==> config.mk <==
export PLATFORM = sky130hd
export DESIGN_NAME = tt_xbar_slave_arb_flat
export DESIGN_NICKNAME = d
export VERILOG_FILES = /design/src/rtl/tt_xbar_slave_arb_if.sv /design/src/rtl/tt_xbar_slave_arb.sv /design/src/flat_wrapper.sv
export SDC_FILE = /design/constraint.sdc
export NUM_CORES = 1
export LEC_CHECK = 0
export CORE_MARGIN = 8
export CORE_UTILIZATION = 45
export CTS_CLUSTER_SIZE = 12
export DETAILED_ROUTE_END_ITERATION = 7
export DONT_BUFFER_PORTS = 1
export HOLD_SLACK_MARGIN = 0.12
export SYNTH_ARGS = -nofsm -noshare
export SYNTH_HDL_FRONTEND = slang
export SYNTH_SLANG_ARGS = --single-unit
export TNS_END_PERCENT = 100
==> constraint.sdc <==
create_clock -name clk -period 4.6 [get_ports clk]
set_input_delay 0.69 -clock clk [delete_from_list [all_inputs] [get_ports clk]]
set_output_delay 0.69 -clock clk [all_outputs]
set_load 0.01 [all_outputs]
==> src/rtl/tt_xbar_slave_arb_if.sv <==
// tt_xbar_slave_arb_if: master-side and slave-side buses of one crossbar slave port
interface tt_xbar_slave_arb_if #(
   parameter int NUM_MASTER = 2
);
   localparam int GW = NUM_MASTER > 1 ? $clog2(NUM_MASTER) : 1;
   logic [NUM_MASTER-1:0]    master_req;
   logic [32*NUM_MASTER-1:0] master_addr;
   logic [NUM_MASTER-1:0]    master_cmd;
   logic [32*NUM_MASTER-1:0] master_wdata;
   logic [NUM_MASTER-1:0]    master_ack;
   logic [NUM_MASTER-1:0]    master_err;
   logic [31:0]              master_rdata;
   logic                     slave_req;
   logic [31:0]              slave_addr;
   logic                     slave_cmd;
   logic [31:0]              slave_wdata;
   logic                     slave_ack;
   logic [31:0]              slave_rdata;
   logic                     busy;
   logic [GW-1:0]            grant_id;
   modport master (
      output master_req, master_addr, master_cmd, master_wdata, slave_ack, slave_rdata,
      input  master_ack, master_err, master_rdata, slave_req, slave_addr, slave_cmd, slave_wdata, busy, grant_id
   );
   modport slave (
      input  master_req, master_addr, master_cmd, master_wdata, slave_ack, slave_rdata,
      output master_ack, master_err, master_rdata, slave_req, slave_addr, slave_cmd, slave_wdata, busy, grant_id
   );
endinterface

==> src/rtl/tt_xbar_slave_arb.sv <==
// tt_xbar_slave_arb: per-slave round-robin arbiter and sequencer with timeout abort
module tt_xbar_slave_arb #(
   parameter int          NUM_MASTER     = 2,
   parameter logic [31:0] SLAVE_BASE     = 32'h0000_0000,
   parameter logic [31:0] SLAVE_MASK     = 32'hF000_0000,
   parameter int          TIMEOUT_CYCLES = 256
) (
   input logic                clk,
   input logic                rst,
   tt_xbar_slave_arb_if.slave bus
);
   localparam int GW = NUM_MASTER > 1 ? $clog2(NUM_MASTER) : 1;
   typedef enum logic [1:0] {IDLE, BUSY, RESP} state_t;
   state_t                state;
   logic [NUM_MASTER-1:0] elig;
   logic [NUM_MASTER-1:0] grant_oh;
   logic [GW-1:0]         rr_ptr;
   logic [GW-1:0]         pick;
   logic [GW-1:0]         idx;
   logic [GW-1:0]         next_ptr;
   logic [31:0]           cnt;
   logic                  to_hit;
   // address decode, round-robin pick starting at rr_ptr, and timeout detect
   always_comb begin
      elig = '0;
      grant_oh = '0;
      pick = '0;
      idx = '0;
      for (int i = 0; i < NUM_MASTER; i++) begin
         elig[i] = bus.master_req[i] && ((bus.master_addr[32*i +: 32] & SLAVE_MASK) == SLAVE_BASE);
         grant_oh[i] = (GW'(i) == bus.grant_id);
      end
      for (int k = NUM_MASTER - 1; k >= 0; k--) begin
         idx = GW'((int'(rr_ptr) + k) % NUM_MASTER);
         pick = elig[idx] ? idx : pick;
      end
      next_ptr = GW'((int'(bus.grant_id) + 1) % NUM_MASTER);
      to_hit = (TIMEOUT_CYCLES != 0) && (cnt == 32'(TIMEOUT_CYCLES - 1));
   end
   // arbitration FSM driving every bus output from registers
   always_ff @(posedge clk) begin
      if (rst) begin
         state <= IDLE;
         rr_ptr <= '0;
         cnt <= '0;
         bus.slave_req <= 1'b0;
         bus.slave_addr <= '0;
         bus.slave_cmd <= 1'b0;
         bus.slave_wdata <= '0;
         bus.master_ack <= '0;
         bus.master_err <= '0;
         bus.master_rdata <= '0;
         bus.busy <= 1'b0;
         bus.grant_id <= '0;
      end else begin
         case (state)
            IDLE: begin
               if (|elig) begin
                  bus.grant_id <= pick;
                  bus.slave_addr <= bus.master_addr[32*pick +: 32];
                  bus.slave_cmd <= bus.master_cmd[pick];
                  bus.slave_wdata <= bus.master_wdata[32*pick +: 32];
                  bus.slave_req <= 1'b1;
                  bus.busy <= 1'b1;
                  state <= BUSY;
               end
            end
            BUSY: begin
               cnt <= cnt + 32'd1;
               if (bus.slave_ack || to_hit) begin
                  bus.slave_req <= 1'b0;
                  bus.master_ack <= grant_oh;
                  bus.master_err <= bus.slave_ack ? '0 : grant_oh;
                  bus.master_rdata <= bus.slave_ack ? bus.slave_rdata : 32'hDEAD_BEEF;
                  state <= RESP;
               end
            end
            default: begin
               bus.master_ack <= '0;
               bus.master_err <= '0;
               bus.busy <= 1'b0;
               rr_ptr <= next_ptr;
               cnt <= '0;
               state <= IDLE;
            end
         endcase
      end
   end
endmodule

==> src/flat_wrapper.sv <==
// flat-port wrapper written by rule: the top's interface ports become plain ports
module tt_xbar_slave_arb_flat 
#(
   parameter int          NUM_MASTER     = 2,
   parameter logic [31:0] SLAVE_BASE     = 32'h0000_0000,
   parameter logic [31:0] SLAVE_MASK     = 32'hF000_0000,
   parameter int          TIMEOUT_CYCLES = 256
)
  (clk, rst, bus_master_req, bus_master_addr, bus_master_cmd, bus_master_wdata, bus_slave_ack, bus_slave_rdata, bus_master_ack, bus_master_err, bus_master_rdata, bus_slave_req, bus_slave_addr, bus_slave_cmd, bus_slave_wdata, bus_busy, bus_grant_id);
  tt_xbar_slave_arb_if #(.NUM_MASTER(NUM_MASTER)) bus_i ();
  input logic clk;
  input logic rst;
  input wire logic [$bits(bus_i.master_req)-1:0] bus_master_req;
  input wire logic [$bits(bus_i.master_addr)-1:0] bus_master_addr;
  input wire logic [$bits(bus_i.master_cmd)-1:0] bus_master_cmd;
  input wire logic [$bits(bus_i.master_wdata)-1:0] bus_master_wdata;
  input wire logic [$bits(bus_i.slave_ack)-1:0] bus_slave_ack;
  input wire logic [$bits(bus_i.slave_rdata)-1:0] bus_slave_rdata;
  output wire logic [$bits(bus_i.master_ack)-1:0] bus_master_ack;
  output wire logic [$bits(bus_i.master_err)-1:0] bus_master_err;
  output wire logic [$bits(bus_i.master_rdata)-1:0] bus_master_rdata;
  output wire logic [$bits(bus_i.slave_req)-1:0] bus_slave_req;
  output wire logic [$bits(bus_i.slave_addr)-1:0] bus_slave_addr;
  output wire logic [$bits(bus_i.slave_cmd)-1:0] bus_slave_cmd;
  output wire logic [$bits(bus_i.slave_wdata)-1:0] bus_slave_wdata;
  output wire logic [$bits(bus_i.busy)-1:0] bus_busy;
  output wire logic [$bits(bus_i.grant_id)-1:0] bus_grant_id;
  assign bus_i.master_req = bus_master_req;
  assign bus_i.master_addr = bus_master_addr;
  assign bus_i.master_cmd = bus_master_cmd;
  assign bus_i.master_wdata = bus_master_wdata;
  assign bus_i.slave_ack = bus_slave_ack;
  assign bus_i.slave_rdata = bus_slave_rdata;
  assign bus_master_ack = bus_i.master_ack;
  assign bus_master_err = bus_i.master_err;
  assign bus_master_rdata = bus_i.master_rdata;
  assign bus_slave_req = bus_i.slave_req;
  assign bus_slave_addr = bus_i.slave_addr;
  assign bus_slave_cmd = bus_i.slave_cmd;
  assign bus_slave_wdata = bus_i.slave_wdata;
  assign bus_busy = bus_i.busy;
  assign bus_grant_id = bus_i.grant_id;
  tt_xbar_slave_arb #(.NUM_MASTER(NUM_MASTER), .SLAVE_BASE(SLAVE_BASE), .SLAVE_MASK(SLAVE_MASK), .TIMEOUT_CYCLES(TIMEOUT_CYCLES)) u_core (.clk(clk), .rst(rst), .bus(bus_i));
endmodule
==> metrics.md, run 1 <==
| Metric | Value |
|---|---|
| Initial detailed-routing violation count | about 240 |
| Ys async rst share | 0% |
| Final min period | roughly 2.6 ns |
| Setup violations, final | 0 |
| Final Cycle Share | between 50 and 60% |
| Worst vdd ir | about 220 µV |
| Top cell type's share of synthesized area | between 50% and 60% |
| Post-synth EDFFs | 0 |
| Post-synthesis sequential area ratio | between 50% and 60% |
| Hold Path Depth | 1 |
| Ranking of synthesized cells by area | dfxtp_1 (50%), a221o_1 (11%), and2_1 (7.6%), o221a_2 (3.7%), xnor2_1 (2.7%) |
| Max FO, Critical Path | 25 |
| Syn nets | 710 |
| Most instantiated cells after synthesis | dfxtp_1 (139), and2_1 (67), a221o_1 (61) |
| Main flop type after synthesis | dfxtp_1 |
| Final Slew Violations | 0 |
| Post-Synth Adder-Cell Area | 0.2261% |
| Tot GR Track Use | 18.96% |
| R2r startpoint | u_core.cnt[0] |
| Outcome | finished clean |
| Via count | 4103 |
| Worst-Margin Slew | roughly 1.1 ns |
| Vias/cell | 5.972 |
| #FFs+latches synth | 139 |
| Final ANT Viol Nets | 0 |
| Syn_area_per_cell | approximately 10 µm² |
| Num ports | around 270 |
| RSZ-0062 raised after global routing | no |
| Main combinational cell family by area after synthesis | compound AO/OA/AOI/OAI gates |
| Final Hold Fails | 0 |
| Die W | between 100 and 150 µm |
| Global placement routability congestion | between 0.7 and 0.8 |
| Setup bufs post-CTS | 0 |
| Yosys top cell by area | dfxtp_1 |
| Initial antenna violation count | 2 |
| First-pass GRT wire length | about 24000 µm |
| DP Wirelength | ~12000 µm |
| Pwr/cell area | ~420 mW/mm² |
| First-pass DRT Iterations | 4 |
| Die area | around 0.016 mm² |
| Core Area | approximately 0.012 mm² |
| Rel. slew slack | between 20% and 30% |
| Clk Latency, worst-skew pair | roughly 0.41 ns |
| Nets | roughly 690 |
| Crit end category | flip-flop |
| Largest net degree at the start of global routing | 66 |
| Xor/xnor share of the synthesized area | around 4.1% |
| Share of cells above drive strength 1 | 12.45% |
| Hold Startpoint | rst |
| Max Buffers Root-to-Sink | 2 |
| Die Y | about 130 µm |
| Clock Tree Root | clkbuf_16 |
| Synth Area in Simple Gates | 20.71% |
| Compound-Gate Fraction of Synth Area | between 20% and 30% |
| Cts bufs inserted | 17 |
| H-tree depth | 4 |
| Starting density of the core | roughly 46% |
| Skew final | roughly 0.0074 ns |
| Unique masters post-synth | 44 |
| R2R depth | 7 |
| Cell Area, Synth | 0.005533 mm² |
| P_leak | approximately 2.3 nW |
| WL/cell | 23.03 µm |
| Setup CP Type | reg -> reg |
| Worst min path class | in -> reg |
| Resized cells post-CTS | 0 |
| Max Cap Viol | 0 |
| CP startpoint kind | flip-flop |
| Area Overhead vs Synth | 11.47% |
| Most common cell in the netlist | dfxtp_1 |
| WHS Endpoint | u_core.bus.master_rdata[29] |
| CP startpoint | u_core.cnt[0] |
| Mapped Cells | 542 |
| CP Data Arrival Time | ~3 ns |
| R2R Setup Slk | ~2 ns |
| Vias in the first global route | 4140 |
| Mux contribution to synthesized area | 0.1809% |
| Fmax | 378.8 MHz |
| Overall routed net length | 15820 µm |
| Reg-to-Reg End | u_core.bus.master_rdata[5] |
| Global route total overflow | 0 |
| Worst endpoint required time | a little under 5 ns |
| Overall power | about 2.6 mW |
| Setup_tns | 0 ns |
| Hold Buf Count CTS | 0 |
| # rows | 40 |
| Ys Warns | 0 |
| Drt drc | 0 |
| Clk slew on worst S/H paths | approximately 0.060 ns |
| Clock sink count | ~140 |
| IO Port Bufs | 0 |
| CTS tree | built |
-- how the worst max path moves through the flow --
stage          cells after the start                           to
2_1_floorplan                      7     u_core.bus.slave_addr[0]
3_3_place_gp                       3     u_core.bus.master_err[1]
3_5_place_dp                       3     u_core.bus.master_err[1]
4_1_cts                            7   u_core.bus.master_rdata[5]
5_1_grt                            7  u_core.bus.master_rdata[15]
6_report                           7   u_core.bus.master_rdata[5]
-- layout by cell type (no fill, tap or decap), types with 9 or more instances in the layout --
| cell type | instances |
|---|---|
| dfxtp_1 | 139 |
| nand3_1 | 11 |
| a221o_1 | 61 |
| xor2_1 | 9 |
| and2_1 | 67 |
| a21oi_1 | 17 |
| xnor2_1 | 17 |
| clkbuf_16 | 17 |
| o221a_2 | 18 |
| nand2_1 | 26 |
| nor4_1 | 11 |
| nor2_1 | 38 |
| o21ai_1 | 9 |
-- layout make-up --
class	count	area, µm²
Clock inverter	12	112.6
Timing Repair Buffer	4	30.03
Antenna cell	2	5.005
Fill cell	1098	5844
Clock buffer	20	466.7
Tap cell	147	183.9
Multi-Input combinational cell	355	2556
Inverter	8	30.03
Sequential cell	139	2783
-- where the power goes --
| part | leakage (nW) | switching [mW] | total, mW | internal, mW |
|---|---|---|---|---|
| clock network | 0.283 | 0.519 | 1.31 | 0.791 |
| logic | 0.852 | 0.0355 | 0.0575 | 0.0220 |
| registers | 1.12 | 0.0277 | 1.25 | 1.22 |
-- through the flow --
step	std cells	instance area, µm²	setup WS [ns]	hold slack, ns	util [%]
global placement	653	5583	1.888	0.4901	46.48
CTS	685	6162	1.959	0.3278	51.30
finish	687	6167	1.960	0.3473	51.34
floorplan	542	5533	2.428	0.4713	-
global route	686	6165	1.800	0.3224	51.32
detailed placement	653	5583	1.848	0.5071	46.48
-- layer usage --
metal / up-vias / GRT usage, % / share of wire (%)
met1: 1932 / 19.74 / 37
met2: 168 / 32.63 / 51
li1: 1978 / - / -
met3: 23 / 8.211 / 8.9
met5: - / 0 / 0.051
met4: 2 / 8.258 / 2.4
-- critical path: stages, from the launching register on --
cell,delay [ns]
dfxtp_1,0.36
ha_1,0.26
nor4b_1,0.28
and4_1,0.29
a31oi_1,0.10
buf_4,0.19
nor2_2,0.77
o221a_2,0.33
-- registers in the layout, summed over array words and instances (netlist names) --
| name | flops |
|---|---|
| u_core.bus.master_rdata | 32 |
| u_core.bus.slave_addr | 32 |
| u_core.bus.slave_wdata | 32 |
| u_core.cnt | 32 |
| u_core.bus.master_ack | 2 |
| u_core.bus.master_err | 2 |
| u_core.state | 2 |
| u_core.bus.busy | 1 |
| u_core.bus.grant_id | 1 |
| u_core.bus.slave_cmd | 1 |
| u_core.bus.slave_req | 1 |
| u_core.rr_ptr | 1 |
-- cells by family (layout without fill, tap and decap cells) --
| group | after synthesis | count (layout) |
|---|---|---|
| flip-flops | 139 | 139 |
| AO/OA/AOI/OAI | 128 | 128 |
| buffers and inverters | 48 | 44 |
| adder cells (fa/ha/maj) | 1 | 1 |
| other | 0 | 2 |
| multiplexers | 1 | 1 |
| AND/OR/NAND/NOR | 199 | 199 |
| XOR/XNOR | 26 | 26 |
No activity file was read; power rests on OpenSTA's default activity.
==> run 2: changes to the inputs <==
Clock period 4.6 ns to 2.4 ns, I/O delays scaled along.
==> run 2 against run 1 <==
  * First-iteration DRC count increased by 17%
  * Global-route usage increased by 2.3 points
  * Critical path type unchanged
  * Clock skew about the same
  * Via count grew 11%
  * Final cell count grew 14%
  * Highest routed layer unchanged
  * Critical endpoint is now u_core.bus.master_rdata[26]
==> metrics.md, run 2 (synthesized netlist as in run 1, its figures left out) <==
| Metric | Value |
|---|---|
| Logic gate share of total power | under 10% |
| Met3 Track Usage GR | 9.007% |
| Resized cells post-CTS | 0 |
| R2R depth | 7 |
| Most frequent cells in the layout | dfxtp_1 (139), dlygate4sd3_1 (94), and2_1 (67) |
| Overall power | between 5 and 6 mW |
| Max Buffers Root-to-Sink | 2 |
| Setup bufs post-CTS | 0 |
| Pre-CTS WS | 0.3139 ns |
| Critical Path, Cell by Cell | ha_1 > nor4b_1 > and4_1 > a31oi_1 > nor2_2 > buf_4 > o221a_2 |
| Non-Filler Instances | 786 |
| Worst min path class | in -> reg |
| Setup violations, final | 0 |
| CP Data Arrival Time | 2.38 ns |
| Vias/cell | 5.817 |
| Net Sw Power | 1.161 mW |
| Commonest non-fill, non-tap cell in the layout | dfxtp_1 |
| Clk Latency, worst-skew pair | about 0.42 ns |
| Sw Share | between 20% and 30% |
| Slowest stage delay, CP | ~0.4 ns |
| IO Port Bufs | 0 |
| Hold Buf Count CTS | 93 |
| Cell Int Power | 4.228 mW |
| Setup CP Type | reg -> reg |
| Final min period | around 2.1 ns |
| Initial antenna violation count | 1 |
| Clk slew on worst S/H paths | about 0.06 ns |
| Fin util | between 60% and 70% |
| Global placement routability congestion | a little under 0.8 |
| Global route total overflow | 0 |
| Clock sink count | between 100 and 150 |
| Clock Tree Root | clkbuf_16 |
| Worst endpoint required time | around 2.7 ns |
| Nets | 794 |
| Die area | between 0.015 and 0.02 mm² |
| CP startpoint | u_core.cnt[0] |
| Max Cap Viol | 0 |
| Final Slew Violations | 0 |
| # diodes | 0 |
| Grt peak-use layer | met2 |
| DP Cell Count | 660 |
| Max FO, Critical Path | 25 |
| Initial detailed-routing violation count | around 290 |
| Final worst slack | roughly 0.32 ns |
| Clock power share | 50.7% |
| Outcome | finished clean |
| Setup crit end | u_core.bus.master_rdata[26] |
| P_leak | between 2 and 3 nW |
| Seq pwr share | roughly 45% |
| DP Wirelength | roughly 12000 µm |
| Share of cells above drive strength 1 | 11.58% |
| # rows | 40 |
| Cell Area, Placed | about 0.0057 mm² |
| Starting density of the core | between 40% and 50% |
| Setup_tns | 0 ns |
| Fmax | between 400 and 500 MHz |
| First-pass GRT wire length | between 20000 and 30000 µm |
| Core Area | approximately 0.012 mm² |
| Largest net degree at the start of global routing | 62 |
| Die W | between 100 and 150 µm |
| Num ports | approximately 270 |
| Cts bufs inserted | 17 |
| Pwr/cell area | around 740 mW/mm² |
| Area Overhead vs Synth | 30.89% |
| Grt met2 use | around 37% |
| Overall routed net length | 17160 µm |
| Final Cycle Share | between 80% and 90% |
| CTS tree | built |
| Worst vdd ir | 429.3 µV |
| R2r startpoint | u_core.cnt[0] |
| Die Y | ~130 µm |
| Vias in the first global route | 4892 |
| CP startpoint kind | flip-flop |
| Reg-to-Reg End | u_core.bus.master_rdata[26] |
| Skew final | 0.007255 ns |
| Critical-path top delay cell | a31oi_1 |
| Fin area | 0.007242 mm² |
| Rel. slew slack | 47.66% |
| WL/cell | around 22 µm |
| Drt drc | 0 |
| R2R Setup Slk | roughly 0.32 ns |
| Tot GR Track Use | between 20% and 30% |
| First-pass DRT Iterations | 4 |
| Worst-Margin Slew | between 0.7 and 0.8 ns |
| Final Hold Fails | 0 |
| RSZ-0062 raised after global routing | no |
| Via count | ~4.6k |
| H-tree depth | 4 |
| Crit end category | flip-flop |
| WHS | 0.1494 ns |
| Routing usage on met1 | around 21% |
| Final ANT Viol Nets | 0 |
run 2: changes by cell type in the layout (fill, tap and decap cells not counted), sizes merged:
cell	delta
buf	+7
bufinv	+2
clkinv	-2
diode	-2
dlygate4sd3	+94
run 2: cell type report:
| cell class | count | area [µm²] |
|---|---|---|
| Clock buffer | 20 | 466.7 |
| Clock inverter | 12 | 161.4 |
| Fill cell | 967 | 4770 |
| Inverter | 8 | 30.03 |
| Multi-Input combinational cell | 355 | 2556 |
| Sequential cell | 139 | 2783 |
| Tap cell | 147 | 183.9 |
| Timing Repair Buffer | 105 | 1061 |
run 2: routing by layer:
| layer | part of all wire, % | wire [µm] |
|---|---|---|
| met1 | 36 | 6194 |
| met3 | 8.8 | 1506 |
| met2 | 51 | 8734 |
| met4 | 4.2 | 716 |
| met5 | 0.047 | 8 |
run 2: worst min-delay path by stage:
stage	depth (start not counted)	slack [ns]	start	endpoint
2_1_floorplan	2	0.47	u_core.cnt[14]	u_core.cnt[14]
3_3_place_gp	1	0.44	rst	u_core.bus.master_rdata[8]
3_5_place_dp	1	0.44	rst	u_core.bus.master_rdata[17]
4_1_cts	1	0.12	bus_slave_rdata[21]	u_core.bus.master_rdata[21]
5_1_grt	2	0.15	bus_master_wdata[5]	u_core.bus.slave_wdata[5]
6_report	2	0.15	bus_master_wdata[10]	u_core.bus.slave_wdata[10]
run 2: critical path: cells and delay by family (launching register included):
kind / cells / cell delay (ns)
AOI/OAI and AO/OA: 2 / 0.69
and+or+nand+nor: 3 / 0.47
DFF: 1 / 0.32
adders and majority gates: 1 / 0.26
buffers and inverters: 1 / 0.22
run 2: power groups by stage:
stage          Clock, mW  Combinational (mW)  Sequential (mW)
2_1_floorplan          0              0.0994             2.43
3_3_place_gp           0               0.119             2.45
3_5_place_dp           0               0.123             2.45
4_1_cts             2.78               0.252             2.40
5_1_grt             2.91               0.278             2.40
6_report            2.73               0.258             2.40
